<file path="config.mk">
export PLATFORM = sky130hd
export DESIGN_NAME = detector_rr_sched_flat
export DESIGN_NICKNAME = d
export VERILOG_FILES = /design/src/rtl/detector_rr_sched_if.sv /design/src/rtl/detector_rr_sched.sv /design/src/flat_wrapper.sv
export SDC_FILE = /design/constraint.sdc
export NUM_CORES = 1
export LEC_CHECK = 0
export BUFFER_PORTS_ARGS = -buffer_cell sky130_fd_sc_hd__buf_2
export CAP_MARGIN = 20
export CORE_MARGIN = 4
export CORE_UTILIZATION = 55
export DETAILED_ROUTE_END_ITERATION = 10
export PLACE_DENSITY = 0.78
export SYNTH_ARGS = -nofsm -noshare
export SYNTH_HDL_FRONTEND = slang
export SYNTH_SLANG_ARGS = --single-unit
</file>
<file path="constraint.sdc">
create_clock -name clock -period 2.2 [get_ports clock]
set_input_delay 0.44 -clock clock [delete_from_list [all_inputs] [get_ports clock]]
set_output_delay 0.44 -clock clock [all_outputs]
set_load 0.005 [all_outputs]
</file>
<file path="src/rtl/detector_rr_sched_if.sv">
// Port bundle between the round-robin detector scheduler and its lanes/detector.
// DET_SCHED_STATS_EN adds the statistics read port.
interface detector_rr_sched_if #(
    parameter int unsigned NREQ = 4
);
    logic [NREQ-1:0] req_in;
    logic [NREQ-1:0] x_in;
    logic            det_y_in;
    logic            det_x_out;
    logic            det_rst_n_out;
    logic [NREQ-1:0] gnt_out;
    logic            busy_out;
    logic            done_out;
    logic [2:0]      done_id_out;
    logic [2:0]      hit_cnt_out;
    logic            aborted_out;
`ifdef DET_SCHED_STATS_EN
    logic [2:0]      stat_sel;
    logic [7:0]      stat_cnt_out;

    modport slave (
        input  req_in, x_in, det_y_in, stat_sel,
        output det_x_out, det_rst_n_out, gnt_out, busy_out, done_out,
               done_id_out, hit_cnt_out, aborted_out, stat_cnt_out
    );
    modport master (
        output req_in, x_in, det_y_in, stat_sel,
        input  det_x_out, det_rst_n_out, gnt_out, busy_out, done_out,
               done_id_out, hit_cnt_out, aborted_out, stat_cnt_out
    );
`else
    modport slave (
        input  req_in, x_in, det_y_in,
        output det_x_out, det_rst_n_out, gnt_out, busy_out, done_out,
               done_id_out, hit_cnt_out, aborted_out
    );
    modport master (
        output req_in, x_in, det_y_in,
        input  det_x_out, det_rst_n_out, gnt_out, busy_out, done_out,
               done_id_out, hit_cnt_out, aborted_out
    );
`endif
endinterface

</file>
<file path="src/rtl/detector_rr_sched.sv">
// Round-robin scheduler time-sharing one serial sequence detector among NREQ lanes.
// Define DET_SCHED_STATS_EN for per-requester saturating hit totals.
module detector_rr_sched #(
    parameter int unsigned NREQ   = 4,
    parameter int unsigned WINDOW = 6
) (
    input logic                clock,
    input logic                reset,
    detector_rr_sched_if.slave bus
);

    typedef enum logic [1:0] {StIdle, StClr, StRun, StDone} state_e;

    state_e          state_q, state_d;
    logic [2:0]      rr_q, rr_d;
    logic [2:0]      idx_q, idx_d;
    logic [NREQ-1:0] gnt_q, gnt_d;
    logic [7:0]      win_q, win_d;
    logic [2:0]      hit_q, hit_d;
    logic            y_prev_q, y_prev_d;
    logic [2:0]      done_id_q, done_id_d;
    logic [2:0]      hit_out_q, hit_out_d;
    logic            aborted_q, aborted_d;
    logic            det_rst_n_q, det_rst_n_d;

    logic            found;
    logic [2:0]      pick;
    logic [NREQ-1:0] pick_oh;
    logic            req_gnt;
    logic            edge_hit;
    logic [2:0]      hit_inc;

    // Rotating priority: lowest requester at or above rr_q, else lowest overall.
    always_comb begin
        found   = 1'b0;
        pick    = '0;
        pick_oh = '0;
        for (int i = 0; i < NREQ; i++) begin
            if (!found && bus.req_in[i] && (3'(i) >= rr_q)) begin
                found = 1'b1;
                pick  = 3'(i);
            end
        end
        for (int i = 0; i < NREQ; i++) begin
            if (!found && bus.req_in[i]) begin
                found = 1'b1;
                pick  = 3'(i);
            end
        end
        for (int i = 0; i < NREQ; i++) begin
            pick_oh[i] = (3'(i) == pick);
        end
    end

    assign req_gnt  = |(bus.req_in & gnt_q);
    assign edge_hit = bus.det_y_in & ~y_prev_q;
    assign hit_inc  = (hit_q == 3'd7) ? 3'd7 : hit_q + 3'd1;

    always_comb begin
        state_d     = state_q;
        rr_d        = rr_q;
        idx_d       = idx_q;
        gnt_d       = gnt_q;
        win_d       = win_q;
        hit_d       = hit_q;
        y_prev_d    = y_prev_q;
        done_id_d   = done_id_q;
        hit_out_d   = hit_out_q;
        aborted_d   = aborted_q;
        det_rst_n_d = 1'b1;

        case (state_q)
            StIdle: begin
                if (found) begin
                    state_d   = StClr;
                    idx_d     = pick;
                    gnt_d     = pick_oh;
                    aborted_d = 1'b0;
                end
            end
            StClr: begin
                win_d    = '0;
                hit_d    = '0;
                y_prev_d = 1'b0;
                state_d  = StRun;
            end
            StRun: begin
                y_prev_d = bus.det_y_in;
                win_d    = win_q + 8'd1;
                if (edge_hit) begin
                    hit_d = hit_inc;
                end
                if (!req_gnt) begin
                    state_d   = StDone;
                    aborted_d = 1'b1;
                end else if (win_q == 8'(WINDOW - 1)) begin
                    state_d = StDone;
                end
                // Latch the result on the way into DONE, including this cycle's edge.
                if (state_d == StDone) begin
                    gnt_d     = '0;
                    done_id_d = idx_q;
                    hit_out_d = hit_d;
                end
            end
            StDone: begin
                state_d = StIdle;
                rr_d    = (idx_q == 3'(NREQ - 1)) ? 3'd0 : idx_q + 3'd1;
            end
            default: state_d = StIdle;
        endcase

        det_rst_n_d = (state_d != StClr);
    end

    always_ff @(posedge clock or posedge reset) begin
        if (reset) begin
            state_q     <= StIdle;
            rr_q        <= '0;
            idx_q       <= '0;
            gnt_q       <= '0;
            win_q       <= '0;
            hit_q       <= '0;
            y_prev_q    <= 1'b0;
            done_id_q   <= '0;
            hit_out_q   <= '0;
            aborted_q   <= 1'b0;
            det_rst_n_q <= 1'b0;
        end else begin
            state_q     <= state_d;
            rr_q        <= rr_d;
            idx_q       <= idx_d;
            gnt_q       <= gnt_d;
            win_q       <= win_d;
            hit_q       <= hit_d;
            y_prev_q    <= y_prev_d;
            done_id_q   <= done_id_d;
            hit_out_q   <= hit_out_d;
            aborted_q   <= aborted_d;
            det_rst_n_q <= det_rst_n_d;
        end
    end

    assign bus.det_x_out     = (state_q == StRun) ? |(bus.x_in & gnt_q) : 1'b1;
    assign bus.det_rst_n_out = det_rst_n_q;
    assign bus.gnt_out       = gnt_q;
    assign bus.busy_out      = (state_q != StIdle);
    assign bus.done_out      = (state_q == StDone);
    assign bus.done_id_out   = done_id_q;
    assign bus.hit_cnt_out   = hit_out_q;
    assign bus.aborted_out   = aborted_q;

`ifdef DET_SCHED_STATS_EN
    logic [7:0] stat_q [NREQ];
    logic [7:0] stat_d [NREQ];
    logic [8:0] stat_sum;
    logic [7:0] stat_rd;

    always_comb begin
        stat_sum = '0;
        for (int i = 0; i < NREQ; i++) begin
            stat_d[i] = stat_q[i];
            if ((state_q == StDone) && (idx_q == 3'(i))) begin
                stat_sum  = {1'b0, stat_q[i]} + {6'b0, hit_out_q};
                stat_d[i] = stat_sum[8] ? 8'hff : stat_sum[7:0];
            end
        end
    end

    always_ff @(posedge clock or posedge reset) begin
        if (reset) begin
            for (int i = 0; i < NREQ; i++) begin
                stat_q[i] <= '0;
            end
        end else begin
            for (int i = 0; i < NREQ; i++) begin
                stat_q[i] <= stat_d[i];
            end
        end
    end

    always_comb begin
        stat_rd = '0;
        for (int i = 0; i < NREQ; i++) begin
            if (bus.stat_sel == 3'(i)) begin
                stat_rd = stat_q[i];
            end
        end
    end

    assign bus.stat_cnt_out = stat_rd;
`endif

endmodule

</file>
<file path="src/flat_wrapper.sv">
// flat-port wrapper written by rule: the top's interface ports become plain ports
module detector_rr_sched_flat 
#(
    parameter int unsigned NREQ   = 4,
    parameter int unsigned WINDOW = 6
)
  (clock, reset, bus_req_in, bus_x_in, bus_det_y_in, bus_det_x_out, bus_det_rst_n_out, bus_gnt_out, bus_busy_out, bus_done_out, bus_done_id_out, bus_hit_cnt_out, bus_aborted_out);
  detector_rr_sched_if #(.NREQ(NREQ)) bus_i ();
  input logic clock;
  input logic reset;
  input wire logic [$bits(bus_i.req_in)-1:0] bus_req_in;
  input wire logic [$bits(bus_i.x_in)-1:0] bus_x_in;
  input wire logic [$bits(bus_i.det_y_in)-1:0] bus_det_y_in;
  output wire logic [$bits(bus_i.det_x_out)-1:0] bus_det_x_out;
  output wire logic [$bits(bus_i.det_rst_n_out)-1:0] bus_det_rst_n_out;
  output wire logic [$bits(bus_i.gnt_out)-1:0] bus_gnt_out;
  output wire logic [$bits(bus_i.busy_out)-1:0] bus_busy_out;
  output wire logic [$bits(bus_i.done_out)-1:0] bus_done_out;
  output wire logic [$bits(bus_i.done_id_out)-1:0] bus_done_id_out;
  output wire logic [$bits(bus_i.hit_cnt_out)-1:0] bus_hit_cnt_out;
  output wire logic [$bits(bus_i.aborted_out)-1:0] bus_aborted_out;
  assign bus_i.req_in = bus_req_in;
  assign bus_i.x_in = bus_x_in;
  assign bus_i.det_y_in = bus_det_y_in;
  assign bus_det_x_out = bus_i.det_x_out;
  assign bus_det_rst_n_out = bus_i.det_rst_n_out;
  assign bus_gnt_out = bus_i.gnt_out;
  assign bus_busy_out = bus_i.busy_out;
  assign bus_done_out = bus_i.done_out;
  assign bus_done_id_out = bus_i.done_id_out;
  assign bus_hit_cnt_out = bus_i.hit_cnt_out;
  assign bus_aborted_out = bus_i.aborted_out;
  detector_rr_sched #(.NREQ(NREQ), .WINDOW(WINDOW)) u_core (.clock(clock), .reset(reset), .bus(bus_i));
endmodule
</file>
==> qor.csv <==
stage,metric,value,unit
critical_path,cp-startpoint,u_core.state_q[0],
synth,post_synthesis_net_count,173,
sta,max_freq,495,MHz
critical_path,worstSetupEndpoint,bus_det_x_out,
sta,final_hold_slack,162,ps
floorplanning,die_extent_in_y,60.9,um
global_route,grt_first_pass_wirelength,5.11,mm
critical_path,highest_fanout_seen_on_the_critical_path,11,
floorplanning,start_util,59.9,%
pwr,power_per_cell_area,1410,nW/um^2
clock_tree,tritoncts_clock_tree,yes,
critical_path,critical_path.reg2reg.endpoint,u_core.bus.gnt_out[1],
global_route,overflow,0,
sta,layout_min_cycle_time,2020,ps
clock_tree,worst_setup_hold_path_clk_slew,100,ps
routing,drt_pass1_iterations,4,
critical_path,critPathCaptureType,primary output,
cells_and_area,layoutNonFillerInstCount,215,
synth,postSynthCellCount,154,
routing,routed_wirelength,3.07,mm
routing,detailed_router_s_first_iteration_violation_count,81,
synth,ys_ff_latch,29,
global_route,global_route.usage.total,18.7,%
run,drv.max_cap_violation_count,0,
critical_path,critPathTopFamily,adder cells,
critical_path,worst_reg2reg_path_length_in_cells,5,
sta,timing.final.max_slew_violations,0,
cells_and_area,fill_cells,207,
synth,netlist_area,1540,um^2
cells_and_area,regArea,726,um^2
floorplanning,core_area,2570,um^2
critical_path,worstPathCellList,inv_1 -> ha_1 -> nand3_1 -> buf_2,
routing,viasPerCell,5.75,
critical_path,critPathSlowestCell,sky130_fd_sc_hd__ha_1,
status,run_status,"complete, no violations",
critical_path,worst-setup-path-type,reg2out,
synth,synth_cell_types,39,
clock_tree,cts.sink_count,29,
pwr,ir_worst_vdd,0.913,mV
cells_and_area,area_of_the_multi_input_gates,733,um^2
critical_path,timing.critical_path.slowest_cell_delay,450,ps
cells_and_area,area_growth_syn_to_layout,16.7,%
critical_path,r2r_slack,440,ps
placed_design,gpl.final_weighted_congestion,0.847,
sta,finalHoldViolations,0,
clock_tree,post-cts-setup-buffer-count,0,
global_route,grt_max_degree,30,
hold_path,timing.hold.worst.class,in2async,
cells_and_area,postLayoutCoreUtil,69.9,%
floorplanning,count_of_standard_cell_rows,18,
cells_and_area,n_antenna_cell,0,
critical_path,worstPathArrival,1580,ps
critical_path,cp-start-kind,register,
sta,report.final.setup_viol,0,
synth,synthesis.area_per_instance,9.99,um^2
pwr,leakage,0.884,nW
clock_tree,cts-root-buf,sky130_fd_sc_hd__clkbuf_4,
floorplanning,floorplan.die_area,3710,um^2
critical_path,rr_startpoint,u_core.state_q[0],
clock_tree,tritoncts.num_buffers,5,
floorplanning,floorplan.io_pins,26,
global_route,via_count_of_the_first_global_routing_pass,1213,
clock_tree,number_of_gates_given_a_new_drive_strength_after_cts,0,
routing,drc,0,
clock_tree,clock_latency,330,ps
routing,antenna_violating_nets_post_route,0,
sta,clk_skew,8.11,ps
cells_and_area,layout-drive-gt1-share,25.9,%
critical_path,critPathRequiredTime,1760,ps
global_route,grt_antenna_before_repair,0,
clock_tree,ctsHoldBuffers,0,
cells_and_area,num-nets-final,203,
sta,grt_setup_unrepaired,false,
routing,post_drt_wl_per_cell,14.3,um
floorplanning,die_width,60.9,um
synth,seq_area_frac_synth,47.2,%
placed_design,post-dp-hpwl,2.32,mm
routing,num_vias,1237,
placed_design,portBuffers,24,
clock_tree,ctsHtreeMaxLevel,2,
synth,ys.warnings.count,0,
placed_design,dpl_worst_slack,417,ps
clock_tree,clk_path_buf_depth,2,
sta,post-route-period-util,91.9,%
sta,fin_ws,179,ps
critical_path,crit_cells,4,
critical_path,critical_path.n_buffers_inverters,2,
placed_design,placedCellCount,207,
sta,setup_total_negative_slack,0,ps
==> power breakdown <==
part	switching, mW	leakage (nW)	internal [mW]
combinational	0.607	0.454	0.513
sequential	0.148	0.374	0.722
clock	0.192	0.0552	0.352
==> cell type report <==
cell class | instances | share of cell area [%]
Clock buffer | 5 | 2.09
Clock inverter | 3 | 3.63
Inverter | 14 | 2.93
Multi-Input combinational cell | 107 | 40.9
Sequential cell | 29 | 40.4
Tap cell | 30 | 2.09
Timing Repair Buffer | 27 | 7.95
==> registers in the layout, indices dropped and copies added (netlist names), 2 cells and up <==
signal	cells
u_core.state_q	2
u_core.bus.done_id_out	2
u_core.bus.hit_cnt_out	3
u_core.rr_q	2
u_core.bus.gnt_out	4
u_core.win_q	8
u_core.hit_q	3
u_core.idx_q	2
==> cells by family after synthesis <==
kind of cell / share of synthesized area [%]
other: 0.244
multiplexers: 9.76
flip-flops: 47.2
adder cells (fa/ha/maj): 6.51
buffers and inverters: 5.13
XOR/XNOR: 0.570
AND/OR/NAND/NOR: 17.0
AO/OA/AOI/OAI: 13.6
==> metrics by stage <==
| stage | cell area [um^2] | power (mW) |
|---|---|---|
| 2_1_floorplan | 1540 | 1.67 |
| 3_3_place_gp | 1690 | 1.96 |
| 3_5_place_dp | 1690 | 2.01 |
| 4_1_cts | 1790 | 2.56 |
| 5_1_grt | 1790 | 2.75 |
| 6_report | 1790 | 2.53 |
==> placed cells by master, fill, tap and decap left out, drive strengths merged, types with 2 or more instances in the layout <==
cell type   n
nor3b       3
clkbuf      5
or3         3
o22ai       4
nor3        4
bufinv      2
nand3       6
o21ai       8
dfrtp      29
a21oi      10
nand2b      2
a31oi       2
inv        14
mux2        8
nor2b       2
mux2i       6
and3        2
a22oi       3
nor2        9
nand2      16
buf        27
ha          8
==> Yosys cell counts, drive strengths merged <==
| cell | n | area share [%] |
|---|---|---|
| nor3 | 4 | 1.6 |
| a222oi | 1 | 0.65 |
| mux2i | 6 | 3.9 |
| or3 | 3 | 1.2 |
| o2bb2ai | 1 | 0.57 |
| clkbuf | 2 | 0.49 |
| buf | 2 | 1.2 |
| ha | 8 | 6.5 |
| o21ai | 8 | 2.6 |
| nor4 | 1 | 0.41 |
| and3 | 2 | 0.90 |
| conb | 1 | 0.24 |
| a21oi | 10 | 3.3 |
| a31oi | 2 | 0.81 |
| and4bb | 1 | 0.81 |
| nand4 | 1 | 0.41 |
| nand2 | 16 | 4.1 |
| o211ai | 1 | 0.81 |
| nor2 | 9 | 2.2 |
| dfrtp | 29 | 47 |
| o22ai | 4 | 1.6 |
| xor2 | 1 | 0.57 |
| nor2b | 2 | 0.81 |
| a21boi | 1 | 0.49 |
| nand3 | 6 | 2.3 |
| nor3b | 3 | 1.5 |
| nand2b | 2 | 0.81 |
| a21o | 1 | 0.49 |
| inv | 14 | 3.4 |
| a22oi | 3 | 1.8 |
| o21a | 1 | 0.49 |
| mux2 | 8 | 5.9 |
==> worst min-delay path by stage <==
stage / end / cells past startpoint / slack [ps] / startpoint
3_3_place_gp: u_core.bus.done_id_out[0] / 1 / 480 / u_core.bus.done_id_out[0]
5_1_grt: u_core.idx_q[0] / 3 / 170 / reset
6_report: u_core.bus.done_id_out[0] / 3 / 160 / reset
3_5_place_dp: u_core.bus.done_id_out[0] / 1 / 490 / u_core.bus.done_id_out[0]
4_1_cts: u_core.bus.done_id_out[0] / 3 / 160 / reset
2_1_floorplan: u_core.idx_q[1] / 2 / 470 / u_core.idx_q[1]
==> worst register-to-register path, delay by kind of cell, from the launching register on <==
family / cells / cell delay, ps
adder cells (fa/ha/maj): 1 / 450
flip-flops: 1 / 420
buffers and inverters: 2 / 290
multiplexers: 1 / 270
AND/OR/NAND/NOR: 1 / 210
==> layer usage <==
| layer | share of wire (%) | track usage (%) | vias up |
|---|---|---|---|
| li1 | - | - | 600 |
| met4 | 1.1 | 8.67 | 0 |
| met3 | 6.8 | 5.74 | 4 |
| met2 | 48 | 30.7 | 40 |
| met5 | 0 | 0 | - |
| met1 | 44 | 22.5 | 593 |
Power figures use the tool's default switching activity.
